**src/rtl/sha256_nonce_sched.sv**
```systemverilog
// Nonce scan sequencer around one sha256 core; tracks smallest h0.
// Define SCHED_EARLY_EXIT_EN to stop the scan on the first hit.
module sha256_nonce_sched #(
  parameter int NONCE_WORD = 19
) (
  input  logic        clk,
  input  logic        reset_n,
  input  logic        start,
  input  logic [15:0] message_addr,
  input  logic [15:0] output_addr,
  input  logic [31:0] nonce_base,
  input  logic [15:0] num_nonces,
  input  logic [31:0] target,
  output logic        done,
  output logic        found,
  output logic [31:0] best_nonce,
  output logic [31:0] best_h0,
  output logic        error,
  output logic        core_start,
  output logic [15:0] core_message_addr,
  output logic [15:0] core_output_addr,
  input  logic        core_done,
  input  logic        core_mem_we,
  input  logic [15:0] core_mem_addr,
  input  logic [31:0] core_mem_write_data,
  output logic        mem_clk,
  output logic        mem_we,
  output logic [15:0] mem_addr,
  output logic [31:0] mem_write_data,
  input  logic [31:0] mem_read_data
);

  localparam logic [2:0] IDLE      = 3'd0;
  localparam logic [2:0] WR_NONCE  = 3'd1;
  localparam logic [2:0] LAUNCH    = 3'd2;
  localparam logic [2:0] WAIT_BUSY = 3'd3;
  localparam logic [2:0] WAIT_DONE = 3'd4;
  localparam logic [2:0] RD_ADDR   = 3'd5;
  localparam logic [2:0] RD_DATA   = 3'd6;
  localparam logic [2:0] COMPARE   = 3'd7;

  logic [2:0]  state;
  logic [31:0] nonce;
  logic [31:0] h0;
  logic [31:0] target_q;
  logic [15:0] count;
  logic [15:0] num_q;
  logic [15:0] msg_q;
  logic [15:0] out_q;
  logic [1:0]  wd_cnt;
  logic        hit;
  logic        better;
  logic        last;

  assign hit    = h0 < target_q;
  assign better = h0 < best_h0;
  assign last   = (count + 16'd1) == num_q;

  assign done              = state == IDLE;
  assign mem_clk           = clk;
  assign core_message_addr = msg_q;
  assign core_output_addr  = out_q;

  always_ff @(posedge clk) begin
    if (!reset_n) begin
      state      <= IDLE;
      nonce      <= '0;
      h0         <= '0;
      target_q   <= '0;
      count      <= '0;
      num_q      <= '0;
      msg_q      <= '0;
      out_q      <= '0;
      wd_cnt     <= '0;
      core_start <= 1'b0;
      found      <= 1'b0;
      best_nonce <= '0;
      best_h0    <= '1;
      error      <= 1'b0;
    end else begin
      core_start <= 1'b0;
      unique case (state)
        IDLE: begin
          if (start) begin
            nonce      <= nonce_base;
            count      <= '0;
            num_q      <= num_nonces;
            msg_q      <= message_addr;
            out_q      <= output_addr;
            target_q   <= target;
            found      <= 1'b0;
            best_h0    <= '1;
            best_nonce <= '0;
            error      <= 1'b0;
            if (num_nonces != 16'd0)
              state <= WR_NONCE;
          end
        end
        WR_NONCE: begin
          core_start <= 1'b1;
          state      <= LAUNCH;
        end
        LAUNCH: begin
          wd_cnt <= '0;
          state  <= WAIT_BUSY;
        end
        WAIT_BUSY: begin
          // Three busy checks put the error flag 4 cycles after LAUNCH.
          if (!core_done) begin
            state <= WAIT_DONE;
          end else if (wd_cnt == 2'd2) begin
            error <= 1'b1;
            state <= IDLE;
          end else begin
            wd_cnt <= wd_cnt + 2'd1;
          end
        end
        WAIT_DONE: begin
          if (core_done)
            state <= RD_ADDR;
        end
        RD_ADDR: state <= RD_DATA;
        RD_DATA: begin
          h0    <= mem_read_data;
          state <= COMPARE;
        end
        COMPARE: begin
          if (better) begin
            best_h0    <= h0;
            best_nonce <= nonce;
          end
          if (hit)
            found <= 1'b1;
          nonce <= nonce + 32'd1;
          count <= count + 16'd1;
`ifdef SCHED_EARLY_EXIT_EN
          // A first hit is always the smallest h0 so far.
          if (last || hit)
            state <= IDLE;
          else
            state <= WR_NONCE;
`else
          if (last)
            state <= IDLE;
          else
            state <= WR_NONCE;
`endif
        end
        default: state <= IDLE;
      endcase
    end
  end

  always_comb begin
    mem_we         = 1'b0;
    mem_addr       = '0;
    mem_write_data = '0;
    unique case (state)
      WR_NONCE: begin
        mem_we         = 1'b1;
        mem_addr       = msg_q + 16'(NONCE_WORD);
        mem_write_data = nonce;
      end
      WAIT_BUSY, WAIT_DONE: begin
        mem_we         = core_mem_we;
        mem_addr       = core_mem_addr;
        mem_write_data = core_mem_write_data;
      end
      RD_ADDR: mem_addr = out_q;
      default: ;
    endcase
  end

endmodule

```
**config.mk**
```make
export PLATFORM = sky130hd
export DESIGN_NAME = sha256_nonce_sched
export DESIGN_NICKNAME = d
export VERILOG_FILES = /design/src/rtl/sha256_nonce_sched.sv
export SDC_FILE = /design/constraint.sdc
export NUM_CORES = 1
export LEC_CHECK = 0
export CAP_MARGIN = 0
export CORE_ASPECT_RATIO = 1.2
export CORE_MARGIN = 2
export CORE_UTILIZATION = 25
export DETAILED_ROUTE_END_ITERATION = 16
export DONT_BUFFER_PORTS = 1
export GPL_ROUTABILITY_DRIVEN = 1
export PLACE_DENSITY = 0.38
export SYNTH_ARGS = -nofsm -noshare
export SYNTH_HDL_FRONTEND = slang
export SYNTH_SLANG_ARGS = --single-unit
```
**constraint.sdc**
```tcl
create_clock -name clk -period 6.5 [get_ports clk]
set_input_delay 0.975 -clock clk [delete_from_list [all_inputs] [get_ports clk]]
set_output_delay 0.975 -clock clk [all_outputs]
set_load 0.01 [all_outputs]
```
==> impl_metrics.toml <==
[clocking]
cts_buffers = 30
cts-resized-gates = 0
numClockSinks = 232
tritoncts = "done"
clockBufferDepth = 3
insertion_delay_ns = 0.57
clkTransAtPathRegs_ns = 0.06
h-tree-depth = 1
cts_post_setup_buffers_inserted = 0
root_buffer = "clkbuf_16"
ctsHoldBuffers = 0

[global_routing]
grt_pass1_wl_mm = 71.95
grt-ovfl-total = 0
grt_max_degree = 114
first_global_vias = 11390
track_usage = 0.1767
antenna_found_initial = 9

[synthesis]
async_flop_share = 0
ys_seq_area_frac = 0.3678
syn_inst = 1651
synth_edf_count = 0
synth_cell_types = 72
ys.flop_type = "dfxtp_1"
synth_area_leaders = "dfxtp_1 (37%), nand2_1 (10%), a21oi_1 (6.6%)"
synthTopCellsByCount = "nand2_1 (343), dfxtp_1 (232), a21oi_1 (166), clkbuf_1 (106), inv_1 (79)"
syn_nets = 1914
yosysTopAreaCellShare = 0.3678
syn_area_mm2 = 0.01263
syn_area_per_cell_um2 = 7.648
synth_most_common_cell = "nand2_1"
yosys_register_bits = 232
yosysWarnings = 0
yosys.area.top_type = "dfxtp_1"

[final_layout]
syn_to_final_growth_pct = 11.32
layout-drive-gt1-share = 0.06293
nets = 1831
fin_area_mm2 = 0.01406
multiInputGateArea_mm2 = 0.007183
finalNonFillerCells = 2235
regArea_mm2 = 0.004644
fillers = 5406

[setup_path]
worstPathArrival_ns = 3.69
path_max_fanout = 35
crit_type = "reg -> out"
cp-start-kind = "register"
worstPathRequired_ns = 5.52
crit_chain = "buf_4 -> nand2b_1 -> nor2_1 -> a21o_1 -> a22o_1"
critPathCaptureType = "primary output"
critPathSlowestCell = "nor2_1"
reg2reg_depth = 9
cpPeakStageDelay_ns = 0.94

[sta]
fin_crit_ns = 4.662
setup_viol = 0
slew_violations = 0
relSlewSlack = 0.1248
tightest_slew_ns = 1.308
hold_violations = 0
setup_slack_ns = 1.838
setup-tns-final_ns = 0
timing.final.crit_share = 0.7172
rsz0062_at_grt = "false"
clock-skew-final_ns = 0.009407
fmax_mhz = 214.5
holdWs_ns = 0.4549

[power]
peakVddDrop_uv = 203.8
p_leak_nw = 5.352
powerDensity_mw_per_mm2 = 276.6

[outcome]
status = "complete, no violations"

[job]
max-cap-violations = 0

[hold_path]
hp-class = "reg -> reg"
min_delay_path_depth = 2

[place]
post-place-ws_ns = 2.275
placed_cell_area_mm2 = 0.01305
dpl.cell_count = 2180
dp_hpwl_mm = 34.11
gp_congestion = 0.8110
port_buffers = 0

[die]
dieArea_mm2 = 0.05233
fp.dieH_um = 250.2
design.portCount = 347
initial_core_util = 0.2520
die_w_um = 209.2
coreArea_mm2 = 0.05011
rows = 90

[routing]
routed_wl_mm = 47.56
avgRoutedWirePerCell_um = 21.28
first_iter_violations = 535
ant_nets = 0
vias = 11520
vias_per_cell = 5.155
remaining_drc_errors = 0
first_pass_iters = 5
[cells by family (layout without fill, tap and decap cells)]
family	after synthesis	count (layout)	share of synthesized area
and+or+nand+nor	653	653	0.2365
AOI/OAI and AO/OA	412	412	0.2030
DFF	232	232	0.3678
buffers and inverters	209	147	0.06579
adders and majority gates	66	66	0.06540
muxes	51	51	0.04201
xor gates and xnor gates	28	28	0.01942
other	0	2	0
[flip-flops by register name (all words and copies together) (netlist names), 2 cells and up]
name               count
best_h0               32
best_nonce            32
core_message_addr     16
core_output_addr      16
count                 16
h0                    32
nonce                 32
num_q                 16
state                  3
target_q              32
wd_cnt                 2
[per-layer routing]
metal	wire length, um	share of wire	track usage	vias to the layer above
met5	91	0.0019	0	-
met4	1141	0.024	0.04816	14
met3	3362	0.071	0.05328	73
met2	23750	0.50	0.3199	297
met1	19220	0.40	0.1999	5463
li1	-	-	-	5675
[through the flow]
step                total power, mW    util
floorplan                     2.063       -
global placement              2.221  0.2604
finish                        3.888  0.2805
global route                  4.102  0.2805
CTS                           3.971  0.2804
detailed placement            2.228  0.2604
[worst paths after layout]
path / slack [ns] / to / start
hold reg to reg: 0.45 / target_q[7] / target_q[7]
setup / recovery: 1.84 / mem_write_data[18] / state[0]
hold / removal: 0.45 / target_q[7] / target_q[7]
setup reg to reg: 3.04 / best_nonce[22] / best_h0[29]
[critical path: cells and delay by family (launching register included)]
kind,cells,cell delay [ns]
and+or+nand+nor,2,1.25
AOI/OAI and AO/OA,2,1.15
buffers and inverters,1,0.38
DFF,1,0.31
[placed cells by master (no fill, tap or decap), drive strengths merged, types with 22 or more instances in the layout]
cell	n
nand4	28
nand2	343
nor2	65
nor4	22
nand3	58
dfxtp	232
a21oi	166
inv	80
mux2i	35
nor3	55
a31oi	52
o21ai	60
clkbuf	36
a22o	33
or3	39
ha	66
[final cells by class]
| type | instances | share of cell area |
|---|---|---|
| multi-input combinational | 1210 | 0.5110 |
| sequential | 232 | 0.3304 |
| clock buffer | 36 | 0.05866 |
| tap | 644 | 0.05733 |
| inverter | 79 | 0.02145 |
| clock inverter | 17 | 0.01273 |
| timing repair buffer | 15 | 0.008011 |
| antenna | 2 | 0.0003561 |
[report_power, final]
group | total (mW) | leakage, nW | switching [mW] | internal, mW
Sequential | 1.61 | 1.89 | 0.108 | 1.50
Combinational | 0.574 | 2.98 | 0.384 | 0.189
Clock | 1.71 | 0.481 | 0.692 | 1.02
Total | 3.89 | 5.35 | 1.18 | 2.70
(Power assumes the default switching activity.)
